### src/rtl/pipe_seg_reg.sv
// Parametrised pipeline segment register with valid/ready flow control,
// an optional 2-entry skid buffer, flush (bubble insert) and a saturating
// stall counter. Sits between two datapath stages.
module pipe_seg_reg #(
  parameter int unsigned       DATA_W         = 64,
  parameter bit                SKID           = 1'b1,
  parameter logic [DATA_W-1:0] RESET_DATA     = '0,
  parameter bit                CLEAR_ON_FLUSH = 1'b1,
  parameter int unsigned       CNT_W          = 16
) (
  input  logic              clk,
  input  logic              resetn,
  input  logic              flush,
  input  logic              in_valid,
  output logic              in_ready,
  input  logic [DATA_W-1:0] in_data,
  output logic              out_valid,
  input  logic              out_ready,
  output logic [DATA_W-1:0] out_data,
  output logic [1:0]        occupancy,
  output logic [CNT_W-1:0]  stall_cnt
);

  // Encoding doubles as the occupancy count.
  typedef enum logic [1:0] {
    StEmpty = 2'd0,
    StOne   = 2'd1,
    StFull  = 2'd2
  } state_e;

  state_e            state_q, state_d;
  logic [DATA_W-1:0] main_q, main_d;
  logic [DATA_W-1:0] skid_q, skid_d;
  logic [CNT_W-1:0]  stall_q, stall_d;
  logic              in_fire, out_fire;

  assign out_valid = (state_q != StEmpty);
  assign out_data  = main_q;
  assign occupancy = state_q;
  assign stall_cnt = stall_q;
  assign in_fire   = in_valid & in_ready;
  assign out_fire  = out_valid & out_ready;

  // Upstream ready: registered-only with the skid buffer, pass-through without it.
  always_comb begin
    if (SKID) begin
      in_ready = resetn & (state_q != StFull);
    end else begin
      in_ready = resetn & ((state_q == StEmpty) | out_ready);
    end
  end

  // Next-state and data-register steering; flush overrides any transfer.
  always_comb begin
    state_d = state_q;
    main_d  = main_q;
    skid_d  = skid_q;
    if (flush) begin
      state_d = StEmpty;
      if (CLEAR_ON_FLUSH) begin
        main_d = RESET_DATA;
        skid_d = RESET_DATA;
      end
    end else begin
      case (state_q)
        StEmpty: begin
          if (in_fire) begin
            state_d = StOne;
            main_d  = in_data;
          end
        end
        StOne: begin
          if (in_fire && out_fire) begin
            main_d = in_data;
          end else if (in_fire) begin
            // Only reachable with the skid buffer: without it in_fire implies out_fire here.
            state_d = StFull;
            skid_d  = in_data;
          end else if (out_fire) begin
            state_d = StEmpty;
          end
        end
        StFull: begin
          if (out_fire) begin
            state_d = StOne;
            main_d  = skid_q;
          end
        end
        default: state_d = StEmpty;
      endcase
    end
  end

  // Saturating count of cycles where the head entry is blocked downstream.
  always_comb begin
    stall_d = stall_q;
    if (out_valid && !out_ready && (stall_q != {CNT_W{1'b1}})) begin
      stall_d = stall_q + CNT_W'(1);
    end
  end

  // State registers with synchronous active-low reset.
  always_ff @(posedge clk) begin
    if (!resetn) begin
      state_q <= StEmpty;
      main_q  <= RESET_DATA;
      skid_q  <= RESET_DATA;
      stall_q <= '0;
    end else begin
      state_q <= state_d;
      main_q  <= main_d;
      skid_q  <= skid_d;
      stall_q <= stall_d;
    end
  end

endmodule

### config.mk
export PLATFORM = sky130hd
export DESIGN_NAME = pipe_seg_reg
export DESIGN_NICKNAME = d
export VERILOG_FILES = /design/src/rtl/pipe_seg_reg.sv
export SDC_FILE = /design/constraint.sdc
export NUM_CORES = 1
export LEC_CHECK = 0
export CAP_MARGIN = 5
export CORE_MARGIN = 2
export CORE_UTILIZATION = 44
export DETAILED_ROUTE_END_ITERATION = 12
export PLACE_DENSITY = 0.75
export SETUP_SLACK_MARGIN = 0.4
export SLEW_MARGIN = 20
export SYNTH_ARGS = -nofsm -noshare
export SYNTH_HDL_FRONTEND = slang
export SYNTH_SLANG_ARGS = --single-unit
export TNS_END_PERCENT = 100
### constraint.sdc
create_clock -name clk -period 1.95 [get_ports clk]
set_input_delay 0.2925 -clock clk [delete_from_list [all_inputs] [get_ports clk]]
set_output_delay 0.2925 -clock clk [all_outputs]
set_load 0.05 [all_outputs]
==> results.md, run 1 <==
| Parameter | This run |
|:---|:---|
| Post-place setup slack | -0.185 ns |
| Setup Skew | 0.00757 ns |
| Clk pwr share | 42.4% |
| Worst setup SP type | register |
| Clock Latency Late Sink | 0.42 ns |
| Tightest Pin Transition | 0.403 ns |
| Placed Area | 7930 um^2 |
| EDFF count, synth | 0 |
| Fraction of layout instances using a drive strength above 1 | 40.8% |
| Antenna cells | 0 |
| Total number of vias | 6221 |
| H-tree lvl count | 4 |
| Combinational family with the most area after synthesis | simple AND/OR/NAND/NOR gates |
| Commonest non-fill, non-tap cells in the layout | sky130_fd_sc_hd__nand2_1, sky130_fd_sc_hd__dfxtp_1, sky130_fd_sc_hd__mux2i_1, sky130_fd_sc_hd__clkdlybuf4s50_1, sky130_fd_sc_hd__clkdlybuf4s15_2 |
| Hold_ws | 0.443 ns |
| Root buffer selected by CTS | sky130_fd_sc_hd__clkbuf_16 |
| Number of antenna violations at the first check in global routing | 0 |
| Synthesis Warnings | 0 |
| Power density of the placed cells | 705 nW/um^2 |
| Seq cells post-synth | 146 |
| Net switching share of the total power | 25.6% |
| Standard cell core area | 13100 um^2 |
| Met2 routing resource usage after global routing | 43.3% |
| Async set or reset register ratio after synthesis | 0% |
| Sw power | 0.00187 W |
| Vertical extent of the die | 120 um |
| Cells traversed along the worst timing path | nor2b_4, o32ai_4, buf_12, buf_12, buf_12, buf_16, buf_4, a211oi_2 |
| Initial core utilization | 44.7% |
| Net Count, Synth | 743 |
| Crit path kind | reg2reg |
| Share of synthesized cell area in full adder, half adder and majority cells | 0.213% |
| CTS buffer count | 17 |
| Most heavily used metal layer in global routing | met2 |
| Top achievable clock speed | 568 MHz |
| Number of port buffers | 152 |
| P&R area growth vs syn | 76.2% |
| Arr. time, crit path | 2.09 ns |
| Total length of routed wires | 22300 um |
| Part of the Yosys area used for sequential elements | 49.7% |
| Compound-cell area share of the yosys netlist | 17.2% |
| Endpoint type of the worst setup path | register |
| Cell area after synthesis | 5880 um^2 |
| Total global routing track utilization | 24.3% |
| RSZ-0062 raised after global routing | true |
| Synth Area in Simple Gates | 17.6% |
| Fraction of the core area covered by cells at the end of the flow | 78.8% |
| Width of the die | 120 um |
| Total internal power | 0.00543 W |
| Non-Filler Cell Area, Final | 10400 um^2 |
| Post-synthesis mux area share | 11.4% |
| Type of the worst min-delay path | in2reg |
| Pin count of the biggest net entering global routing | 51 |
| DRC violation total after the first TritonRoute iteration | 555 |
| Routability-driven placement congestion ratio | 0.793 |
| Clock Pin Slew Worst Setup and Hold Paths | 0.06 ns |
| Relative slew slack | 73.0% |
| Clock period minus final worst setup slack | 1.76 ns |
| Global-route wire length before repair | 27800 um |
| Number of clock sinks | 146 |
| Ports | 153 |
| Main flop type after synthesis | sky130_fd_sc_hd__dfxtp_1 |
| Met3 GRT Util | 4.71% |
| Number of global-route vias before repair | 5620 |
| Required time at the worst-slack endpoint | 2.27 ns |
| Max stage delay on crit path | 0.40 ns |
| CTS tree | yes |
| Row Count | 42 |
| Largest voltage drop on the vdd net | 0.604 mV |
| Number of fill cells | 769 |
| Run status | complete, no violations |
| Total power draw | 0.00730 W |
| Residual overflow from global routing | 0 |
| DR WL/cell | 20.3 um |
| Number of distinct library cell variants in the gate-level netlist after synthesis | 38 |
| Detail Placement HPWL | 10300 um |
| XOR/XNOR share of the synthesized area | 0.149% |
| Final Net Count | 980 |
| First-pass DRT Iterations | 6 |
| Post-Syn Instances | 673 |
| Final hold violation count | 0 |
| Sequential share of power | 42.0% |
| Fraction of power consumed by combinational cells | 15.6% |
| Top cell family by delay on the critical path | buffers and inverters |
| Number of buffers and inverters on the critical path | 5 |
| Mean number of vias per cell | 5.66 |
| Slack of the critical path | 0.190 ns |
| Maximum fanout encountered on the critical timing path | 6 |
| Clock Path Buffers | 2 |
| Met1 usage | 28.9% |
| Most common library cell in the layout ignoring fill and taps | sky130_fd_sc_hd__nand2_1 |
| Leakage | 4.11 nW |
| Setup violators final | 0 |
| Post-route DRC violation count | 0 |
| DRT antenna net count | 0 |
| Maximum capacitance violations | 0 |
| Worst path slowest cell | sky130_fd_sc_hd__dfxtp_4 |
| Most repeated library cell on the critical path | sky130_fd_sc_hd__buf_12 |
| Die ar. | 14300 um^2 |
| Final max-slew violation count | 0 |
| Avg Synthesized Cell Area | 8.73 um^2 |
| Final Cycle Share | 90.3% |
routing by layer:
layer | up-vias | share of wire [%]
met5 | - | 0
met3 | 57 | 5.9
li1 | 2843 | -
met2 | 276 | 51
met1 | 3045 | 40
met4 | 0 | 3.0
state kept, by name, summed over array words and instances, names as in the netlist:
name       flops
stall_cnt     16
occupancy      2
skid_q        64
out_data      64
power groups by stage:
stage          Clock, W  Combinational (W)  Sequential (W)
3_5_place_dp          0           0.000797         0.00312
3_3_place_gp          0           0.000783         0.00311
2_1_floorplan         0           0.000266         0.00328
5_1_grt         0.00323            0.00119         0.00307
4_1_cts         0.00308           0.000945         0.00305
6_report        0.00309            0.00114         0.00306
timing repair:
action,in CTS,in global routing
hold buffers,0,0
cloned,9,17
endpoints found under the setup margin,223,162
pin swaps,23,54
gates resized for setup,276,162
setup buffers,32,32
kinds of logic (layout without fill, tap and decap cells):
kind of cell,count (synthesis),in the layout
XOR/XNOR,1,1
buffers and inverters,55,305
multiplexers,67,67
flip-flops,146,146
AO/OA/AOI/OAI,159,159
AND/OR/NAND/NOR,244,244
adder cells (fa/ha/maj),1,1
worst min-delay path: stages:
cell                            delay (ns)
sky130_fd_sc_hd__dlygate4sd2_1        0.24
sky130_fd_sc_hd__buf_6                0.15
sky130_fd_sc_hd__buf_4                0.10
sky130_fd_sc_hd__a211oi_1             0.04
Yosys cell counts (2+ instances only):
cell	instances	area share, %
sky130_fd_sc_hd__dfxtp_1	146	50
sky130_fd_sc_hd__nand2_1	135	8.6
sky130_fd_sc_hd__a21oi_1	74	6.3
sky130_fd_sc_hd__nor2_1	70	4.5
sky130_fd_sc_hd__mux2i_1	67	11
sky130_fd_sc_hd__a211oi_1	66	8.4
sky130_fd_sc_hd__clkbuf_1	38	2.4
sky130_fd_sc_hd__buf_2	9	0.77
sky130_fd_sc_hd__nand3_1	6	0.51
sky130_fd_sc_hd__o21ai_0	5	0.43
sky130_fd_sc_hd__o31ai_1	5	0.64
sky130_fd_sc_hd__buf_1	4	0.26
sky130_fd_sc_hd__inv_1	4	0.26
sky130_fd_sc_hd__nand2b_1	4	0.43
sky130_fd_sc_hd__nand4_1	4	0.43
sky130_fd_sc_hd__nor3_1	3	0.26
sky130_fd_sc_hd__or2_2	3	0.32
sky130_fd_sc_hd__or4_1	3	0.38
sky130_fd_sc_hd__a31oi_1	2	0.21
sky130_fd_sc_hd__and3_1	2	0.21
sky130_fd_sc_hd__nor2b_1	2	0.21
sky130_fd_sc_hd__nor4_1	2	0.21
sky130_fd_sc_hd__or3_1	2	0.21
sky130_fd_sc_hd__or3_2	2	0.26
sky130_fd_sc_hd__or4_2	2	0.30
final cells by class:
class,count,area [um^2],share of cell area [%]
Multi-Input combinational cell,472,3420,33.1
Timing Repair Buffer,269,3150,30.4
Sequential cell,146,2990,28.9
Clock buffer,29,543,5.24
Tap cell,176,220,2.13
Clock inverter,3,15.0,0.145
Inverter,4,15.0,0.145
final timing paths:
path	slack, ns	startpoint	end	cells after the start
worst max register to register	0.19	occupancy[0]	out_data[52]	8
worst min register to register	0.45	skid_q[21]	skid_q[21]	2
worst min-delay path	0.44	out_ready	occupancy[1]	4
worst max-delay path	0.19	occupancy[0]	out_data[52]	8
through the flow:
| stage | TNS [ns] | std cells |
|---|---|---|
| 2_1_floorplan | 0 | 673 |
| 3_3_place_gp | -3.54 | 977 |
| 3_5_place_dp | -13.05 | 977 |
| 4_1_cts | 0 | 1050 |
| 5_1_grt | 0 | 1099 |
| 6_report | 0 | 1099 |
(Power assumes the default switching activity.)
==> run 2, diff against run 1 <==
--- a/config.mk
+++ b/config.mk
@@ -9,10 +9,12 @@
 export CORE_MARGIN = 2
 export CORE_UTILIZATION = 44
 export DETAILED_ROUTE_END_ITERATION = 12
+export HOLD_SLACK_MARGIN = 0.15
 export PLACE_DENSITY = 0.75
+export RECOVER_POWER = 50
 export SETUP_SLACK_MARGIN = 0.4
 export SLEW_MARGIN = 20
 export SYNTH_ARGS = -nofsm -noshare
 export SYNTH_HDL_FRONTEND = slang
 export SYNTH_SLANG_ARGS = --single-unit
-export TNS_END_PERCENT = 100
+export TNS_END_PERCENT = 50
==> run 2 against run 1 <==
Global-route usage shrank 2.4 points; non-clock buffer count shrank 49; wire length shrank 23%; combinational power shrank 29%; critical path depth shrank 2; cell count shrank 4.6%; sequential share of layout area grew 5.7 points; clock power grew 9.7%; worst hold slack lost 0.22 ns; flip-flop and latch count is the same; register-to-register slack gained 0.03 ns; largest power group unchanged.
==> results.md, run 2 (synthesis results as in run 1) <==
| Parameter | This run | Change |
|:---|:---|:---|
| Clock period minus final worst setup slack | 1.73 ns | -0.0266 ns |
| Sw power | 0.00174 W | -7.1% |
| Maximum fanout encountered on the critical timing path | 7 | +1 |
| Worst reg2reg setup slack | 0.22 ns | +0.03 ns |
| Initial core utilization | 44.7% | unchanged |
| Setup violators final | 0 | unchanged |
| P&R area growth vs syn | 47.1% |  |
| Routability-driven placement congestion ratio | 0.786 | -0.83% |
| Type of the worst min-delay path | in2reg |  |
| Clk pwr share | 46.8% | +4.4 points |
| Power density of the placed cells | 838 nW/um^2 | +19% |
| Number of global-route vias before repair | 5293 | -5.8% |
| Fraction of power consumed by combinational cells | 11.1% | -4.5 points |
| Sequential share of power | 42.1% | about the same |
| Final hold violation count | 0 | unchanged |
| Fraction of the core area covered by cells at the end of the flow | 65.8% | -13 points |
| Top cell family by delay on the critical path | compound AO/OA/AOI/OAI gates |  |
| Most common library cell in the layout ignoring fill and taps | sky130_fd_sc_hd__nand2_1 |  |
| Number of clock sinks | 146 | unchanged |
| Row Count | 42 | unchanged |
| Clock Path Buffers | 2 | unchanged |
| Met3 GRT Util | 5.04% | +0.33 points |
| Max stage delay on crit path | 0.45 ns | +0.05 ns |
| Largest voltage drop on the vdd net | 0.581 mV | -3.8% |
| Crit path kind | reg2reg |  |
| Number of antenna violations at the first check in global routing | 0 | unchanged |
| First-pass DRT Iterations | 4 | -2 |
| Final Cycle Share | 88.9% | -1.4 points |
| Mean number of vias per cell | 5.36 | -5.3% |
| Leakage | 3.44 nW | -16% |
| Vertical extent of the die | 120 um | unchanged |
| Arr. time, crit path | 2.01 ns | -0.08 ns |
| Required time at the worst-slack endpoint | 2.23 ns | -0.04 ns |
| Fraction of layout instances using a drive strength above 1 | 18.5% | -22 points |
| Run status | complete, no violations |  |
| Worst setup SP type | register |  |
| H-tree lvl count | 4 | unchanged |
| DRC violation total after the first TritonRoute iteration | 346 | -38% |
| Most heavily used metal layer in global routing | met2 |  |
| Final Net Count | 931 | -5.0% |
| Detail Placement HPWL | 10100 um | -2.1% |
| Met2 routing resource usage after global routing | 38.6% | -4.6 points |
| DRT antenna net count | 0 | unchanged |
| Cells traversed along the worst timing path | ha_4, nand3_4, o41ai_4, buf_6, mux2i_1, nor2_1 |  |
| Number of buffers and inverters on the critical path | 1 | -4 |
| RSZ-0062 raised after global routing | true |  |
| Register area | 2990 um^2 | unchanged |
| Number of fill cells | 1060 | +38% |
| Pin count of the biggest net entering global routing | 66 | +29% |
| Top achievable clock speed | 577 MHz | +1.5% |
| CTS tree | yes |  |
| Post-route DRC violation count | 0 | unchanged |
| Global-route wire length before repair | 25300 um | -9.3% |
| CTS buffer count | 17 | unchanged |
| Ports | 153 | unchanged |
| Total global routing track utilization | 21.9% | -2.4 points |
| Area taken by multi-input logic gates | 2970 um^2 | -13% |
| Worst path slowest cell | sky130_fd_sc_hd__o41ai_4 |  |
| Clock Pin Slew Worst Setup and Hold Paths | 0.06 ns | about the same |
| Total number of vias | 5615 | -9.7% |
| DR WL/cell | 16.4 um | -19% |
| Commonest non-fill, non-tap cells in the layout | sky130_fd_sc_hd__nand2_1, sky130_fd_sc_hd__dfxtp_1, sky130_fd_sc_hd__clkbuf_1 |  |
| Root buffer selected by CTS | sky130_fd_sc_hd__clkbuf_16 |  |
| Die ar. | 14300 um^2 | unchanged |
| Met1 usage | 25.6% | -3.3 points |
| Width of the die | 120 um | unchanged |
| Total length of routed wires | 17200 um | -23% |
| Number of port buffers | 152 | unchanged |
| Endpoint type of the worst setup path | register |  |
| Clock Latency Late Sink | 0.42 ns | about the same |
| Residual overflow from global routing | 0 | unchanged |
| Setup Skew | 0.00510 ns | -0.00247 ns |
| Total internal power | 0.00551 W | +1.4% |
| Number of hold buffers added after cts | 0 | unchanged |
| Net switching share of the total power | 24.0% | -1.6 points |
| Sum of negative setup slack | 0 ns | unchanged |
| Final max-slew violation count | 0 | unchanged |
| Standard cell core area | 13100 um^2 | unchanged |
| Hold_ws | 0.228 ns | -0.216 ns |
| Tightest Pin Transition | 0.683 ns | +0.280 ns |
| Maximum capacitance violations | 0 | unchanged |
| Antenna cells | 0 | unchanged |
| Relative slew slack | 54.7% | -18 points |
## run 2: final timing paths
kind / start / endpoint / depth (start not counted)
worst max register to register: stall_cnt[1] / stall_cnt[1] / 6
worst max-delay path: stall_cnt[1] / stall_cnt[1] / 6
worst min-delay path: out_ready / occupancy[1] / 3
worst min register to register: skid_q[39] / skid_q[39] / 2
## run 2: worst register-to-register path: stages, from the launching register on
cell and delay (ns):
sky130_fd_sc_hd__dfxtp_4 0.38, sky130_fd_sc_hd__ha_4 0.16, sky130_fd_sc_hd__nand3_4 0.14, sky130_fd_sc_hd__o41ai_4 0.46, sky130_fd_sc_hd__buf_6 0.20, sky130_fd_sc_hd__mux2i_1 0.20, sky130_fd_sc_hd__nor2_1 0.06
## run 2: power by group through the flow
stage               clock network, W  logic [W]  registers, W
floorplan                          0   0.000262       0.00328
global route                 0.00356   0.000857       0.00306
global placement                   0   0.000779       0.00311
CTS                          0.00342   0.000790       0.00305
finish                       0.00339   0.000806       0.00305
detailed placement                 0   0.000795       0.00312
## run 2: area by class of cell
type	count	share of cell area (%)
Sequential cell	146	34.6
Multi-Input combinational cell	472	34.4
Inverter	4	0.174
Clock inverter	10	1.81
Tap cell	176	2.55
Timing Repair Buffer	220	21.3
Clock buffer	20	5.17
## run 2: through the flow
step	instances	area [um^2]	setup slack (ns)	power, W
2_1_floorplan	673	6070	0.272	0.00355
3_3_place_gp	976	7930	-0.104	0.00389
3_5_place_dp	976	7930	-0.139	0.00391
4_1_cts	1024	8820	0.283	0.00726
5_1_grt	1048	8650	0.112	0.00747
6_report	1048	8650	0.217	0.00724
## run 2: repair_timing
action	4_1_cts	5_1_grt
setup endpoints to repair	187	155
gates cloned	0	5
resized for setup	256	28
pin swaps	7	14
buffers inserted	18	19
hold endpoints to repair	0	0
## run 2: per-layer routing
| layer | share of wire, % | up-vias | wire length [um] |
|---|---|---|---|
| li1 | - | 2733 | - |
| met5 | 0 | - | 0 |
| met1 | 43 | 2698 | 7390 |
| met3 | 4.2 | 30 | 725 |
| met4 | 2.1 | 0 | 366 |
| met2 | 51 | 154 | 8700 |
